<file path="config.mk">
export PLATFORM = sky130hd
export DESIGN_NAME = sat_counter
export DESIGN_NICKNAME = d
export VERILOG_FILES = /design/src/rtl/sat_counter.sv
export SDC_FILE = /design/constraint.sdc
export NUM_CORES = 1
export LEC_CHECK = 0
export ABC_AREA = 1
export BUFFER_PORTS_ARGS = -buffer_cell sky130_fd_sc_hd__buf_2
export CAP_MARGIN = 40
export CELL_PAD_IN_SITES_DETAIL_PLACEMENT = 1
export CELL_PAD_IN_SITES_GLOBAL_PLACEMENT = 1
export CORE_MARGIN = 2
export CORE_UTILIZATION = 33
export DETAILED_ROUTE_END_ITERATION = 16
export PLACE_DENSITY = 0.78
export SETUP_SLACK_MARGIN = 0.05
export SYNTH_ARGS = -nofsm -noshare
export SYNTH_HDL_FRONTEND = slang
export SYNTH_SLANG_ARGS = --single-unit
export TNS_END_PERCENT = 50
</file>
<file path="constraint.sdc">
create_clock -name clk -period 1.35 [get_ports clk]
set_input_delay 0.135 -clock clk [delete_from_list [all_inputs] [get_ports clk]]
set_output_delay 0.135 -clock clk [all_outputs]
set_load 0.02 [all_outputs]
</file>
<file path="src/rtl/sat_counter.sv">
// rtl/sat_counter.sv - saturating event counter
// Ports: clk, rst (sync, active-high), clr (sync clear), inc (count enable),
//        count [W-1:0] (holds at all-ones, never wraps).
module sat_counter #(
  parameter int W = 16
) (
  input  logic         clk,
  input  logic         rst,
  input  logic         clr,
  input  logic         inc,
  output logic [W-1:0] count
);

  always_ff @(posedge clk) begin
    if (rst || clr) begin
      count <= '0;
    end else if (inc && (count != {W{1'b1}})) begin
      count <= count + 1'b1;
    end
  end

endmodule

</file>
=== Word-level counts from Yosys, hierarchy flattened ===
Cells that the tools add are included.
W data, S select, Z words.

* Add/subtract/negate cells: 1
* Equal/unequal tests: 1
* Reduce and logical (&&, ||, !) cells: 2

{| class="wikitable"
|+ Operators by type and width
! cell !! number
|-
| $add A16 B1 Y16 const B || 1
|-
| $ne A16 B16 Y1 const B || 1
|-
| $logic_and A1 B1 Y1 || 1
|-
| $logic_or A1 B1 Y1 || 1
|}

* Register bits: 16
* Input bits: 4
* Output and inout port bits: 16
* Logic and storage cells: 5

=== Depth between registers and ports, before layout ===
Gate-level depths: netlist of run 1.

* Word-level depth: 2
* Mapped depth: 9
* Mapped depth without buffers: 9

=== Least setup slack after synthesis of run 1 ===
OpenSTA, ideal clock, no wires.

* Path kind: reg2reg
* Start point: register count[1]
* End point: register count[13]
* Setup time: 115 ps
* Arrival: 1391 ps
* Required time: 1235 ps
* Path slack: -157 ps
* Cell stages (with the launch flop): 8
* Path buffers: 1
* Period minus slack after synthesis: 1507 ps
* Cell sequence: dfxtp_1 -> ha_1 -> nand2_1 -> nor2_2 -> nand4_2 -> buf_6 -> a21oi_1 -> nor2_1

* Longest elaborated chain between the ends: 2
* Elaborated cells on any way between the ends: 3
* Those cells by class: add/sub (1); eq/ne (1); reduce/logical (1)

{| class="wikitable"
|+ Ends and longest elaborated chain
! element !! line !! source
|-
| start: declaration || 11 || <nowiki>output logic [W-1:0] count</nowiki>
|-
| start signal: assignment || 18 || <nowiki>count <= count + 1'b1;</nowiki>
|-
| parallel branches: the longest is 2 deep, another holds $add A16 B1 Y16 || - ||
|}

Parallel ways; which one is timed is not known.
A chain may end at the register's enable or synchronous reset.

=== Final worst setup path of run 1 ===
* Start point: register count[4]
* End point: register count[6]

The elaborated chain is that of the path after synthesis.

==> summary by stage, run 1 <==
Worst setup path
The biggest cell delay along the critical path is 380 ps. The minimum setup slack among reg-to-reg paths is -20 ps. The slowest cell on the critical path is sky130_fd_sc_hd__dfxtp_4.

In this run the worst path has a maximum fanout of 5. The cell seen most often among critical-path stages is sky130_fd_sc_hd__nand2_1. The critical path goes through nand2_1 > nor2_4 > nand2_2 > nor2_4 > nor2_2 > nand2_1 > nand2_1 > nor2_1. The type of the worst setup path is reg2reg. Data on the critical path arrives at its endpoint at 1610 ps. The nature of the critical path endpoint is a flip-flop. The kind of start point of the critical path is a flip-flop. The logic depth of the worst register-to-register path is 8.

Data on the critical path is required at its endpoint by about 1600 ps.

Floorplan
Once the floorplan was initialized, standard cells occupied 34.5% of the core. The height of the die is 57.7 um. The die outline area is 0.00333 mm^2.

Pin placement for this block handled 20 I/O pins. The core region is 0.00276 mm^2. In this run the core area contains 19 standard-cell rows. The floorplan step set the die width to 57.7 um.

Synthesis
The total nets after synthesis is 154. The area of the mapped netlist is roughly 950 um^2. The sequential-to-total area share from yosys stat is 33.7%. The yosys synthesis warning count is 0. Synthesis inferred 16 register bits.

Each instance of the synthesized netlist takes up on average 6.38 um^2. In the synthesized netlist, the number of instances is ~150. Counting distinct cell types in the post-synthesis netlist gives 21.

Min path
Along the worst hold path, the cell count comes to 5. The tightest min-delay check is of the in2reg type.

Placed design
The placement-stage worst setup slack is -98.0 ps. Summing all placed instances gives a cell area of 0.00116 mm^2. The final weighted congestion in routability-driven placement is 0.752. Buffers placed on the I/O ports in this run total 19. The detailed-placement wirelength estimate is 2.19 mm. The cell count after placement is 205.

Timing
Setup repair after global routing could not meet its margin everywhere. Measured against its own limit, the worst slew margin works out to a little under nine tenths. Clock skew on the completed layout was measured at 15.5 ps. Derived from the worst setup path, the maximum achievable clock frequency is around 730 MHz. Hold timing on the final database bottoms out at a slack of 262 ps. The number of endpoints failing setup at the final stage is 2.

The final hold violation count is 0. The final count of pins violating max slew is 0. For the pin with the worst max-slew slack, the measured transition is 208 ps. After layout, the worst setup slack is -18.0 ps.

The fraction of the cycle the final worst path needs is 101%. The worst path in the final design needs a cycle of between 1000 and 1500 ps, including I/O delays and setup.

Layout
The net count reported at finish is 195. The register containing the most flip-flops in the final layout is count. For this run, the share of the core covered by cells in the final layout is 50.5%. The final non-filler cell total is 220.

Of the cells placed in the final design, the portion with a size suffix greater than 1 is 47.1%. The largest registers in the layout are count: 16 flops. From synthesis to final layout, the design area changed by 46.3%. The number of antenna diodes in the final layout is 0.

The filler cells instantiated in the layout total 382. The finished cells cover 0.00139 mm^2. The number of flip-flops in the largest register is 16.

Power and ir drop
Net switching is 24.3% of the power. The clock network fraction of design power is 38.6%. The sequential power share is 54.5%. For this design the static power due to leakage is 0.613 nW. The portion of total power attributed to combinational logic is 6.9%. Dividing total power by cell area gives a power density of 622 mW/mm^2. The design internal power is around 0.00066 W. The power spent charging and discharging nets is between 0.0002 and 0.00025 W. VDD sags by at most about 630 uV.

Clock network
The number of clock sinks is 16. The number of H-tree levels is 1. Hold repair after CTS inserted 0 buffers. The later pin in the worst-skew pair is clocked with a latency of 300 ps.

The clock tree from TritonCTS is done. The clock transition at the registers of the reported paths is 110 ps. In this run the deepest clock path goes through 2 buffers. Buffers inserted during clock tree synthesis total 3. The tree is rooted in a sky130_fd_sc_hd__clkbuf_4.

Global route
The via count of the first global-routing pass is 1133. The number of antenna violations at the first check in global routing came to 0. Entering global routing, the biggest net connects 17 pins. The first global-routing pass estimated 5.04 mm of wire.

In the global route stage, overall resource usage came out at 19.7%. The leftover overflow at the end of global routing is 0.

Drt
The routed wire length on met3 is 77 um. The count of TritonRoute iterations in the first routing pass is 4. The wire length per cell is roughly 15 um. The via density per instance is 5.10. The routed design has 3.23 mm of wire. For this block, the initial DRC count from the detailed router was 24.

For this block, the via count after detailed routing is 1123. The remaining design rule violation count is 0. The number of nets with antenna violations after routing is 0. The highest metal layer with signal wires is met4.

The detailed router put a total of approximately 1.4 mm of wire on met1. The wire length on met2 is 1.69 mm.

Run
Across the run, the number of max-cap violations was 0.

Status
The checks that failed: negative setup slack. The flow ran to the end, but the final reports show violations.
[through the flow]
step	setup TNS, ps	power [W]
detailed placement	-502	0.000541
CTS	0	0.000873
floorplan	0	0.000518
global route	-885	0.000904
finish	-31.0	0.000866
global placement	-12.2	0.000537
[cell type report]
cell class	count	area (um^2)	share of cell area [%]
tap	31	38.8	2.79
clock buffer	4	36.3	2.61
timing repair buffer	37	230	16.5
inverter	14	52.6	3.78
sequential	16	349	25.1
multi-input combinational	118	684	49.2
[layout by cell type (no fill, tap or decap), types with 3 or more instances in the layout]
| master | n |
|---|---|
| sky130_fd_sc_hd__nand4_1 | 3 |
| sky130_fd_sc_hd__nor2_4 | 10 |
| sky130_fd_sc_hd__dfxtp_4 | 4 |
| sky130_fd_sc_hd__nand2_2 | 6 |
| sky130_fd_sc_hd__buf_4 | 18 |
| sky130_fd_sc_hd__a21oi_1 | 7 |
| sky130_fd_sc_hd__nand2_1 | 34 |
| sky130_fd_sc_hd__o21ai_0 | 3 |
| sky130_fd_sc_hd__dfxtp_2 | 11 |
| sky130_fd_sc_hd__nand3_1 | 13 |
| sky130_fd_sc_hd__buf_2 | 19 |
| sky130_fd_sc_hd__nor2_1 | 26 |
| sky130_fd_sc_hd__inv_1 | 12 |
| sky130_fd_sc_hd__clkbuf_4 | 3 |
| sky130_fd_sc_hd__nor2_2 | 5 |
[worst paths after layout]
| check | from | end |
|---|---|---|
| hold reg to reg | count[5]$_SDFFE_PP0P_ | count[5]$_SDFFE_PP0P_ |
| hold / removal | rst | count[9]$_SDFFE_PP0P_ |
| setup reg to reg | count[4]$_SDFFE_PP0P_ | count[6]$_SDFFE_PP0P_ |
| setup / recovery | count[4]$_SDFFE_PP0P_ | count[6]$_SDFFE_PP0P_ |
[Yosys cell counts (all sizes together)]
master   n  share of area [%]
nand3   14                7.4
inv     13                5.1
clkinv   1               0.39
nand4    4                3.3
dfxtp   16                 34
a21oi    9                4.7
a21boi   1               0.79
ha       1                1.3
o21ai    4                2.5
nor2    41                 20
nand2   42                 18
nor3     1               0.53
buf      2                2.0
[worst max-delay path, delay by kind of cell (launching register included)]
family	cells	cell delay, ps
DFF	1	380
and+or+nand+nor	8	920
[logic make-up (layout without fill, tap and decap cells)]
logic type	after synthesis	after routing	share of synthesized area, %
adders and majority gates	1	1	1.32
DFF	16	16	33.7
AOI/OAI and AO/OA	14	14	8.03
and+or+nand+nor	102	103	49.5
buffers and inverters	16	55	7.50
[power groups by stage]
stage          logic (W)  registers (W)  clock network [W]
2_1_floorplan  0.0000272       0.000491                  0
3_3_place_gp   0.0000509       0.000486                  0
3_5_place_dp   0.0000550       0.000486                  0
4_1_cts        0.0000579       0.000473           0.000341
5_1_grt        0.0000678       0.000472           0.000364
6_report       0.0000600       0.000471           0.000334
[per-layer routing]
metal	global-route usage, %	vias up
li1	-	556
met1	22.5	541
met2	35.9	18
met3	2.23	8
met4	9.97	0
met5	0	-
[what timing repair did]
item                                    CTS  global route
cloned                                    0             1
endpoints found under the hold margin     0             0
buffers inserted                          3             7
resized for setup                        16            14
endpoints found under the setup margin   15            16
pin swaps                                 9             6
(Power assumes the default switching activity.)
==> run 2: changes to the inputs <==
ABC_AREA = not set   (was 1)
CORE_MARGIN = not set   (was 2)
CORE_UTILIZATION = 34   (was 33)
PLACE_DENSITY = 0.76   (was 0.78)
==> summary by stage, run 2 <==
Synthesis
The area of the mapped netlist is 847 um^2 (was 951 um^2). The main flop type after synthesis is sky130_fd_sc_hd__dfxtp_1 (unchanged). The top-area cell type share of the netlist area is 37.8% (was 33.7%). The yosys synthesis warning count is 0 (unchanged). Leading cell types by count after synthesis: sky130_fd_sc_hd__dfxtp_1 (16), sky130_fd_sc_hd__a21oi_1 (9), sky130_fd_sc_hd__nor2_1 (7) (was sky130_fd_sc_hd__nand2_1 (38), sky130_fd_sc_hd__nor2_1 (34), sky130_fd_sc_hd__dfxtp_1 (16)). The sequential-to-total area share from yosys stat was 37.8% (was 33.7%).

The top cell type by total area after synthesis is sky130_fd_sc_hd__dfxtp_1 (unchanged). The per-instance average area after synthesis is 8.92 um^2 (was 6.38 um^2). The number of flops mapped to enable cells by yosys was 0 (unchanged).

The fraction of synthesis flops using an asynchronous set or reset pin was 0% (unchanged). The count of mapped cells out of synthesis came to 95 (was 149). The library cell with the highest instance count after synthesis is sky130_fd_sc_hd__dfxtp_1 (was sky130_fd_sc_hd__nand2_1). The number of distinct library cells after synthesis was 30 (was 21). Leading cell types by total area after synthesis: sky130_fd_sc_hd__dfxtp_1 (38%), sky130_fd_sc_hd__a21oi_1 (5.3%), sky130_fd_sc_hd__a41o_1 (4.7%) (was sky130_fd_sc_hd__dfxtp_1 (34%), sky130_fd_sc_hd__nand2_1 (15%), sky130_fd_sc_hd__nor2_1 (13%)). The total nets after synthesis is 100 (was 154).

The total of flip-flops plus latches after synthesis is 16 (unchanged).

Clock network
The number of H-tree levels is 1 (unchanged). The master cell of the clock root buffer is sky130_fd_sc_hd__clkbuf_4 (unchanged). The clock transition at the registers of the reported paths is 110 ps (about the same). The number of clock sinks is 16 (unchanged). The clock tree from TritonCTS is done (unchanged). The number of buffers added to fix hold violations after cts is 0 (unchanged). The clock latency on the worst-skew pair is 280 ps (was 300 ps). The maximum buffer depth of the clock tree came to 2 (unchanged). The number of CTS-inserted buffers is 3 (unchanged).

Worst setup path
The biggest cell delay along the critical path was 380 ps (about the same). The capturing instance or port of the critical path is count[10]$_SDFFE_PP0P_ (was count[6]$_SDFFE_PP0P_). The startpoint of the lowest-slack register-to-register path was count[1]$_SDFFE_PP0P_ (was count[4]$_SDFFE_PP0P_).

The endpoint required time on the critical path is 1530 ps (was 1590 ps). The logic depth of the worst register-to-register path is 6 (was 8). The slowest cell on the critical path was sky130_fd_sc_hd__dfxtp_4 (unchanged). The count of buffer and inverter cells on the critical path was 1 (was 0). The worst reg2reg path endpoint was count[10]$_SDFFE_PP0P_ (was count[6]$_SDFFE_PP0P_). The nature of the critical path endpoint is a flip-flop (unchanged). The kind of start point of the critical path is a flip-flop (unchanged). The logic depth of the worst setup path including buffers was 6 (was 8). The arrival time of data at the critical path endpoint is 1830 ps (was 1610 ps).

The type of the worst setup path is reg2reg (unchanged). The launching element of the worst setup path is count[1]$_SDFFE_PP0P_ (was count[4]$_SDFFE_PP0P_). The minimum setup slack among reg-to-reg paths is -300 ps (was -20 ps). CP Cell Sequence: ha_4 > nand4_1 > buf_4 > a211oi_4 > a31oi_2 > a41o_1 (was nand2_1 > nor2_4 > nand2_2 > nor2_4 > nor2_2 > nand2_1 > nand2_1 > nor2_1). The kind of cell adding the most delay to the critical path was compound AO/OA/AOI/OAI gates (was simple AND/OR/NAND/NOR gates).

The highest fanout seen on the critical path came to 3 (was 5).

Timing
The minimum clock period after layout came to 1650 ps (was 1370 ps). The minimum setup slack in the final design came to -298 ps (was -18.0 ps). The final worst clock skew was 5.93 ps (was 15.5 ps).

Unrepaired setup endpoints after global routing: true (unchanged). The fraction of the cycle the final worst path needs is 122% (was 101%). The maximum achievable frequency came to 607 MHz (was 731 MHz). The max-slew headroom at the worst pin is 73.9% (was 86.1%).

The final count of pins violating max slew is 0 (unchanged). The final hold violation count is 0 (unchanged). The number of endpoints failing setup at the final stage is 16 (was 2). The transition time at the pin with the least slew margin is 392 ps (was 208 ps).

Layout
The net count reported at finish was 162 (was 195). The number of flip-flops in the largest register is 16 (unchanged). The utilization after layout came to 67.0% (was 50.5%). The number of inserted diodes is 0 (unchanged). The fraction of layout instances using a drive strength above 1 is 69.9% (was 47.1%).

The final standard cell area without fillers came to 0.00152 mm^2 (was 0.00139 mm^2). Top library cells by usage in the layout, fill and taps aside: sky130_fd_sc_hd__buf_4 (36), sky130_fd_sc_hd__buf_2 (19), sky130_fd_sc_hd__dfxtp_4 (9) (was sky130_fd_sc_hd__nand2_1 (34), sky130_fd_sc_hd__nor2_1 (26), sky130_fd_sc_hd__buf_2 (19)). The most common library cell in the layout ignoring fill and taps is sky130_fd_sc_hd__buf_4 (was sky130_fd_sc_hd__nand2_1).

The area growth from synthesis to layout is 79.9% (was 46.3%). The register containing the most flip-flops in the final layout is count (unchanged). Registers with the highest flip-flop counts: count: 16 flops (unchanged).

Drt
The wire length per cell is 20.3 um (was 14.7 um). The count of TritonRoute iterations in the first routing pass was 4 (unchanged). The number of vias in the routed layout is 1065 (was 1123). The highest metal layer with signal wires is met4 (unchanged). The routed wire length on met3 is 120 um (was 77 um).

The number of DRC markers in iteration 0 is 4 (was 24). The met1 layer wirelength in the final routing is 1.47 mm (was 1.39 mm). The via density per instance came to 5.79 (was 5.10).

The wire length on met2 was 1.94 mm (was 1.69 mm). The total length of routed wires is 3.73 mm (was 3.23 mm). The number of nets with antenna violations after routing is 0 (unchanged). The remaining design rule violation count is 0 (unchanged).

Global route
The number of antenna violations at the first check in global routing is 0 (unchanged). The via count of the first global-routing pass is 1163 (was 1133). The global routing usage summed across all routing layers is 29.7% (was 19.7%). The global-route wire length before repair came to 5.71 mm (was 5.04 mm).

The leftover overflow at the end of global routing came to 0 (unchanged). The largest net degree at the start of global routing is 16 (was 17).

Floorplan
The area of the core region is 0.00228 mm^2 (was 0.00276 mm^2). The die outline area came to 0.00270 mm^2 (was 0.00333 mm^2). The I/O pin total is 20 (unchanged). The initial core utilization is 37.2% (was 34.5%). The cell row count is 17 (was 19). The height of the die is 51.9 um (was 57.7 um). The width of the die is 51.9 um (was 57.7 um).

Run
The count of maximum capacitance violations came to 0 (unchanged).

Placed design
The area of placed instances came to 0.00127 mm^2 (was 0.00116 mm^2). The detailed-placement wirelength estimate is 2.07 mm (was 2.19 mm). The final weighted congestion in routability-driven placement is 0.774 (was 0.752). The total of buffers placed on input and output ports came to 19 (unchanged).

Status
Result of the run: finished with violations (unchanged). Violations in the final reports: negative setup slack (unchanged).

Power and ir drop
The maximum vdd ir drop is 574 uV (was 633 uV). The leakage power summed over all cells was 0.697 nW (was 0.613 nW). The power density of the placed cells is 549 mW/mm^2 (was 622 mW/mm^2).

Min path
The class of the most critical hold timing path was in2reg (unchanged).
[run 2: final cells by class]
cell class	instances	area, um^2
tap	28	35.0
clock buffer	4	36.3
multi-input combinational	75	656
timing repair buffer	60	430
sequential	16	363
fill	261	752
inverter	1	3.75
[run 2: logic make-up after synthesis]
kind of cell	count (synthesis)	share of synthesized area, %
XOR/XNOR	3	3.10
AO/OA/AOI/OAI	27	21.9
buffers and inverters	4	1.92
flip-flops	16	37.8
AND/OR/NAND/NOR	44	33.8
adder cells (fa/ha/maj)	1	1.48
[run 2: worst reg2reg max path, stage by stage (launching register included)]
cell and delay [ps]:
sky130_fd_sc_hd__dfxtp_4 380, sky130_fd_sc_hd__ha_4 150, sky130_fd_sc_hd__nand4_1 160, sky130_fd_sc_hd__buf_4 200, sky130_fd_sc_hd__a211oi_4 240, sky130_fd_sc_hd__a31oi_2 180, sky130_fd_sc_hd__a41o_1 230
[run 2: per-layer routing]
| layer | vias up | track usage [%] |
|---|---|---|
| met2 | 36 | 52.4 |
| met4 | 0 | 18.0 |
| met3 | 16 | 5.85 |
| met5 | - | 0 |
| li1 | 497 | - |
| met1 | 516 | 32.1 |
[run 2: worst min-delay path by stage]
stage,from,to,slack (ps),cells after the start
after global placement,inc,count[1]$_SDFFE_PP0P_,470,3
after CTS,rst,count[12]$_SDFFE_PP0P_,180,3
after global routing,rst,count[12]$_SDFFE_PP0P_,190,3
after floorplan,inc,count[1]$_SDFFE_PP0P_,280,2
after detailed placement,rst,count[12]$_SDFFE_PP0P_,480,3
final,rst,count[12]$_SDFFE_PP0P_,190,3
[run 2: report_power, final]
| part | internal (W) | switching (W) | total, W |
|---|---|---|---|
| registers | 0.000457 | 0.00000282 | 0.000460 |
| logic | 0.0000204 | 0.0000298 | 0.0000502 |
| clock network | 0.000164 | 0.000163 | 0.000327 |
| total | 0.000641 | 0.000195 | 0.000837 |
[run 2: what timing repair did]
item                                    CTS  global route
pin swaps                                16             7
resized for setup                        11            19
endpoints found under the setup margin   16            16
setup buffers                            12             3
[run 2: metrics by stage]
stage / std cells / power (W) / TNS, ps / hold WS (ps) / worst slack, ps
finish: 184 / 0.000837 / -3360 / 193 / -298
global placement: 167 / 0.000515 / -2120 / 475 / -206
floorplan: 95 / 0.000497 / -1940 / 285 / -224
detailed placement: 167 / 0.000517 / -2940 / 476 / -249
CTS: 182 / 0.000844 / -2120 / 178 / -177
global route: 184 / 0.000878 / -4480 / 185 / -407
==> run 3: changes to the inputs <==
CORE_MARGIN = 4   (was not set)
GPL_ROUTABILITY_DRIVEN = 0   (was not set)
clock period = 1.4 ns   (was 1.35 ns; I/O delays follow)
==> summary by stage, run 3 (synthesis results as in run 2) <==
Worst setup path
The kind of cell adding the most delay to the critical path is simple AND/OR/NAND/NOR gates (was compound AO/OA/AOI/OAI gates). The slowest cell on the critical path is sky130_fd_sc_hd__dfxtp_4 (unchanged). The logic depth of the worst setup path including buffers is 5 (was 6). The endpoint required time on the critical path is 1620 ps (was 1530 ps).

The highest fanout seen on the critical path is 4 (was 3). The type of the worst setup path is reg2reg (unchanged). The biggest cell delay along the critical path is 390 ps (was 380 ps). The count of buffer and inverter cells on the critical path is 0 (was 1). The logic depth of the worst register-to-register path was 5 (was 6). The arrival time of data at the critical path endpoint was 1830 ps (about the same). The kind of start point of the critical path was a flip-flop (unchanged). CP Cell Sequence: ha_4 > nand4_1 > a41o_1 > or3_4 > a21oi_2 (was ha_4 > nand4_1 > buf_4 > a211oi_4 > a31oi_2 > a41o_1). The nature of the critical path endpoint is a flip-flop (unchanged).

Floorplan
The cell row count is 17 (unchanged). The die outline area is 0.00335 mm^2 (was 0.00270 mm^2). The initial core utilization came to 36.9% (was 37.2%).

The I/O pin total is 20 (unchanged). The height of the die is 57.9 um (was 51.9 um). The area of the core region is 0.00230 mm^2 (was 0.00228 mm^2).

The width of the die is 57.9 um (was 51.9 um).

Drt
The total length of routed wires is 3.70 mm (was 3.73 mm). The count of TritonRoute iterations in the first routing pass is 4 (unchanged). The wire length per cell is 21.1 um (was 20.3 um). The remaining design rule violation count came to 0 (unchanged).

The number of vias in the routed layout was 1033 (was 1065). The number of nets with antenna violations after routing is 0 (unchanged). The number of DRC markers in iteration 0 came to 19 (was 4). The via density per instance is 5.90 (was 5.79).

Layout
The fraction of layout instances using a drive strength above 1 is 61.9% (was 69.9%). The net count reported at finish is 153 (was 162). The most common library cell in the layout ignoring fill and taps was sky130_fd_sc_hd__buf_4 (unchanged). The number of flip-flops in the largest register came to 16 (unchanged). The area growth from synthesis to layout is 71.2% (was 79.9%).

The final standard cell area without fillers was 0.00145 mm^2 (was 0.00152 mm^2). Top library cells by usage in the layout, fill and taps aside: sky130_fd_sc_hd__buf_4 (27), sky130_fd_sc_hd__buf_2 (19), sky130_fd_sc_hd__dfxtp_4 (11) (was sky130_fd_sc_hd__buf_4 (36), sky130_fd_sc_hd__buf_2 (19), sky130_fd_sc_hd__dfxtp_4 (9)). Registers with the highest flip-flop counts: count: 16 flops (unchanged). The number of inserted diodes came to 0 (unchanged).

The final non-filler cell total is 175 (was 184). The register containing the most flip-flops in the final layout is count (unchanged).

Timing
The fraction of the cycle the final worst path needs is 115% (was 122%). The final hold violation count is 0 (unchanged). The minimum setup slack in the final design is -211 ps (was -298 ps).

The transition time at the pin with the least slew margin is 421 ps (was 392 ps). The minimum clock period after layout came to 1610 ps (was 1650 ps). The maximum achievable frequency is 621 MHz (was 607 MHz). The final count of pins violating max slew is 0 (unchanged). The number of endpoints failing setup at the final stage was 16 (unchanged).

The final worst clock skew came to 8.13 ps (was 5.93 ps). Unrepaired setup endpoints after global routing: true (unchanged). The max-slew headroom at the worst pin is 71.8% (was 73.9%).

The post-route worst hold slack is 198 ps (was 193 ps).

Min path
The number of cells traversed by the worst hold path was 3 (unchanged). The class of the most critical hold timing path is in2reg (unchanged).

Power and ir drop
The portion of total power attributed to combinational logic was 6.2% (was 6.0%). The maximum vdd ir drop is 617 uV (was 574 uV). The sequential power share is 54.6% (was 55.0%). The switching power share of the total is 23.8% (was 23.4%). The leakage power summed over all cells is 0.652 nW (was 0.697 nW). The power spent charging and discharging nets is 0.000192 W (was 0.000195 W). The design internal power was 0.000615 W (was 0.000641 W). The power density of the placed cells came to 556 mW/mm^2 (was 549 mW/mm^2). The clock network fraction of design power is 39.2% (was 39.0%).

Global route
The leftover overflow at the end of global routing is 0 (unchanged). The largest net degree at the start of global routing came to 16 (unchanged). The number of antenna violations at the first check in global routing is 0 (unchanged). The global routing usage summed across all routing layers is 22.5% (was 29.7%).

The via count of the first global-routing pass was 1108 (was 1163). The global-route wire length before repair was 5.72 mm (was 5.71 mm).

Clock network
The number of CTS-inserted buffers is 3 (unchanged). The clock transition at the registers of the reported paths came to 100 ps (was 110 ps). The master cell of the clock root buffer is sky130_fd_sc_hd__clkbuf_4 (unchanged). The clock latency on the worst-skew pair came to 300 ps (was 280 ps).

The clock tree from TritonCTS is done (unchanged). The number of H-tree levels is 1 (unchanged). The number of clock sinks came to 16 (unchanged). The maximum buffer depth of the clock tree is 2 (unchanged). The number of buffers added to fix hold violations after cts is 0 (unchanged).

Placed design
The area of placed instances is 0.00126 mm^2 (was 0.00127 mm^2). The cell count after placement came to 166 (was 167). The total of buffers placed on input and output ports came to 19 (unchanged). The detailed-placement wirelength estimate was 2.34 mm (was 2.07 mm).

Status
Result of the run: finished with violations (unchanged). Violations in the final reports: negative setup slack (unchanged).

Run
The count of maximum capacitance violations was 0 (unchanged).
-- run 3: cell types whose count changed in the layout (fill, tap and decap cells not counted), sizes merged --
cell,delta
buf,-9
-- run 3: worst paths after layout --
kind	startpoint	to	slack, ps
hold / removal	rst	count[12]$_SDFFE_PP0P_	200
setup reg to reg	count[1]$_SDFFE_PP0P_	count[14]$_SDFFE_PP0P_	-210
setup / recovery	count[1]$_SDFFE_PP0P_	count[14]$_SDFFE_PP0P_	-210
hold reg to reg	count[15]$_SDFFE_PP0P_	count[15]$_SDFFE_PP0P_	650
-- run 3: routing by layer --
metal	wire [um]	vias up	share of wire, %	global-route usage (%)
met4	67	0	1.8	7.62
met5	0	-	0	0
li1	-	477	-	-
met3	150	8	4.1	4.90
met1	1420	514	38	23.5
met2	2060	34	56	43.4
-- run 3: worst reg2reg max path, delay by kind of cell, from the launching register on --
family	cells	cell delay [ps]
AO/OA/AOI/OAI	2	450
AND/OR/NAND/NOR	2	530
flip-flops	1	390
adder cells (fa/ha/maj)	1	160
-- run 3: per-stage QoR --
step                      setup TNS (ps)  utilization (%)  power [W]  worst slack [ps]
after global placement             -1260             54.9   0.000495              -148
after detailed placement           -2170             54.9   0.000497              -190
after global routing               -2980             63.1   0.000837              -243
final                              -2140             63.1   0.000806              -211
after CTS                          -1700             60.3   0.000801              -168
after floorplan                    -1240                -   0.000479              -174
-- run 3: repair_timing --
action                     CTS  global route
setup endpoints to repair   16            16
gates resized for setup     12            12
pin swaps                   20             6
setup buffers                4             2
-- run 3: area by class of cell --
class                      count  area, um^2
tap                           28        35.0
sequential                    16         368
inverter                       1        3.75
fill                         266         847
clock buffer                   4        36.3
multi-input combinational     75         636
timing repair buffer          51         372
-- run 3: power groups by stage --
| stage | logic (W) | clock network [W] | registers [W] |
|---|---|---|---|
| 2_1_floorplan | 0.0000187 | 0 | 0.000460 |
| 3_3_place_gp | 0.0000386 | 0 | 0.000456 |
| 3_5_place_dp | 0.0000403 | 0 | 0.000457 |
| 4_1_cts | 0.0000415 | 0.000316 | 0.000443 |
| 5_1_grt | 0.0000538 | 0.000343 | 0.000440 |
| 6_report | 0.0000502 | 0.000316 | 0.000440 |
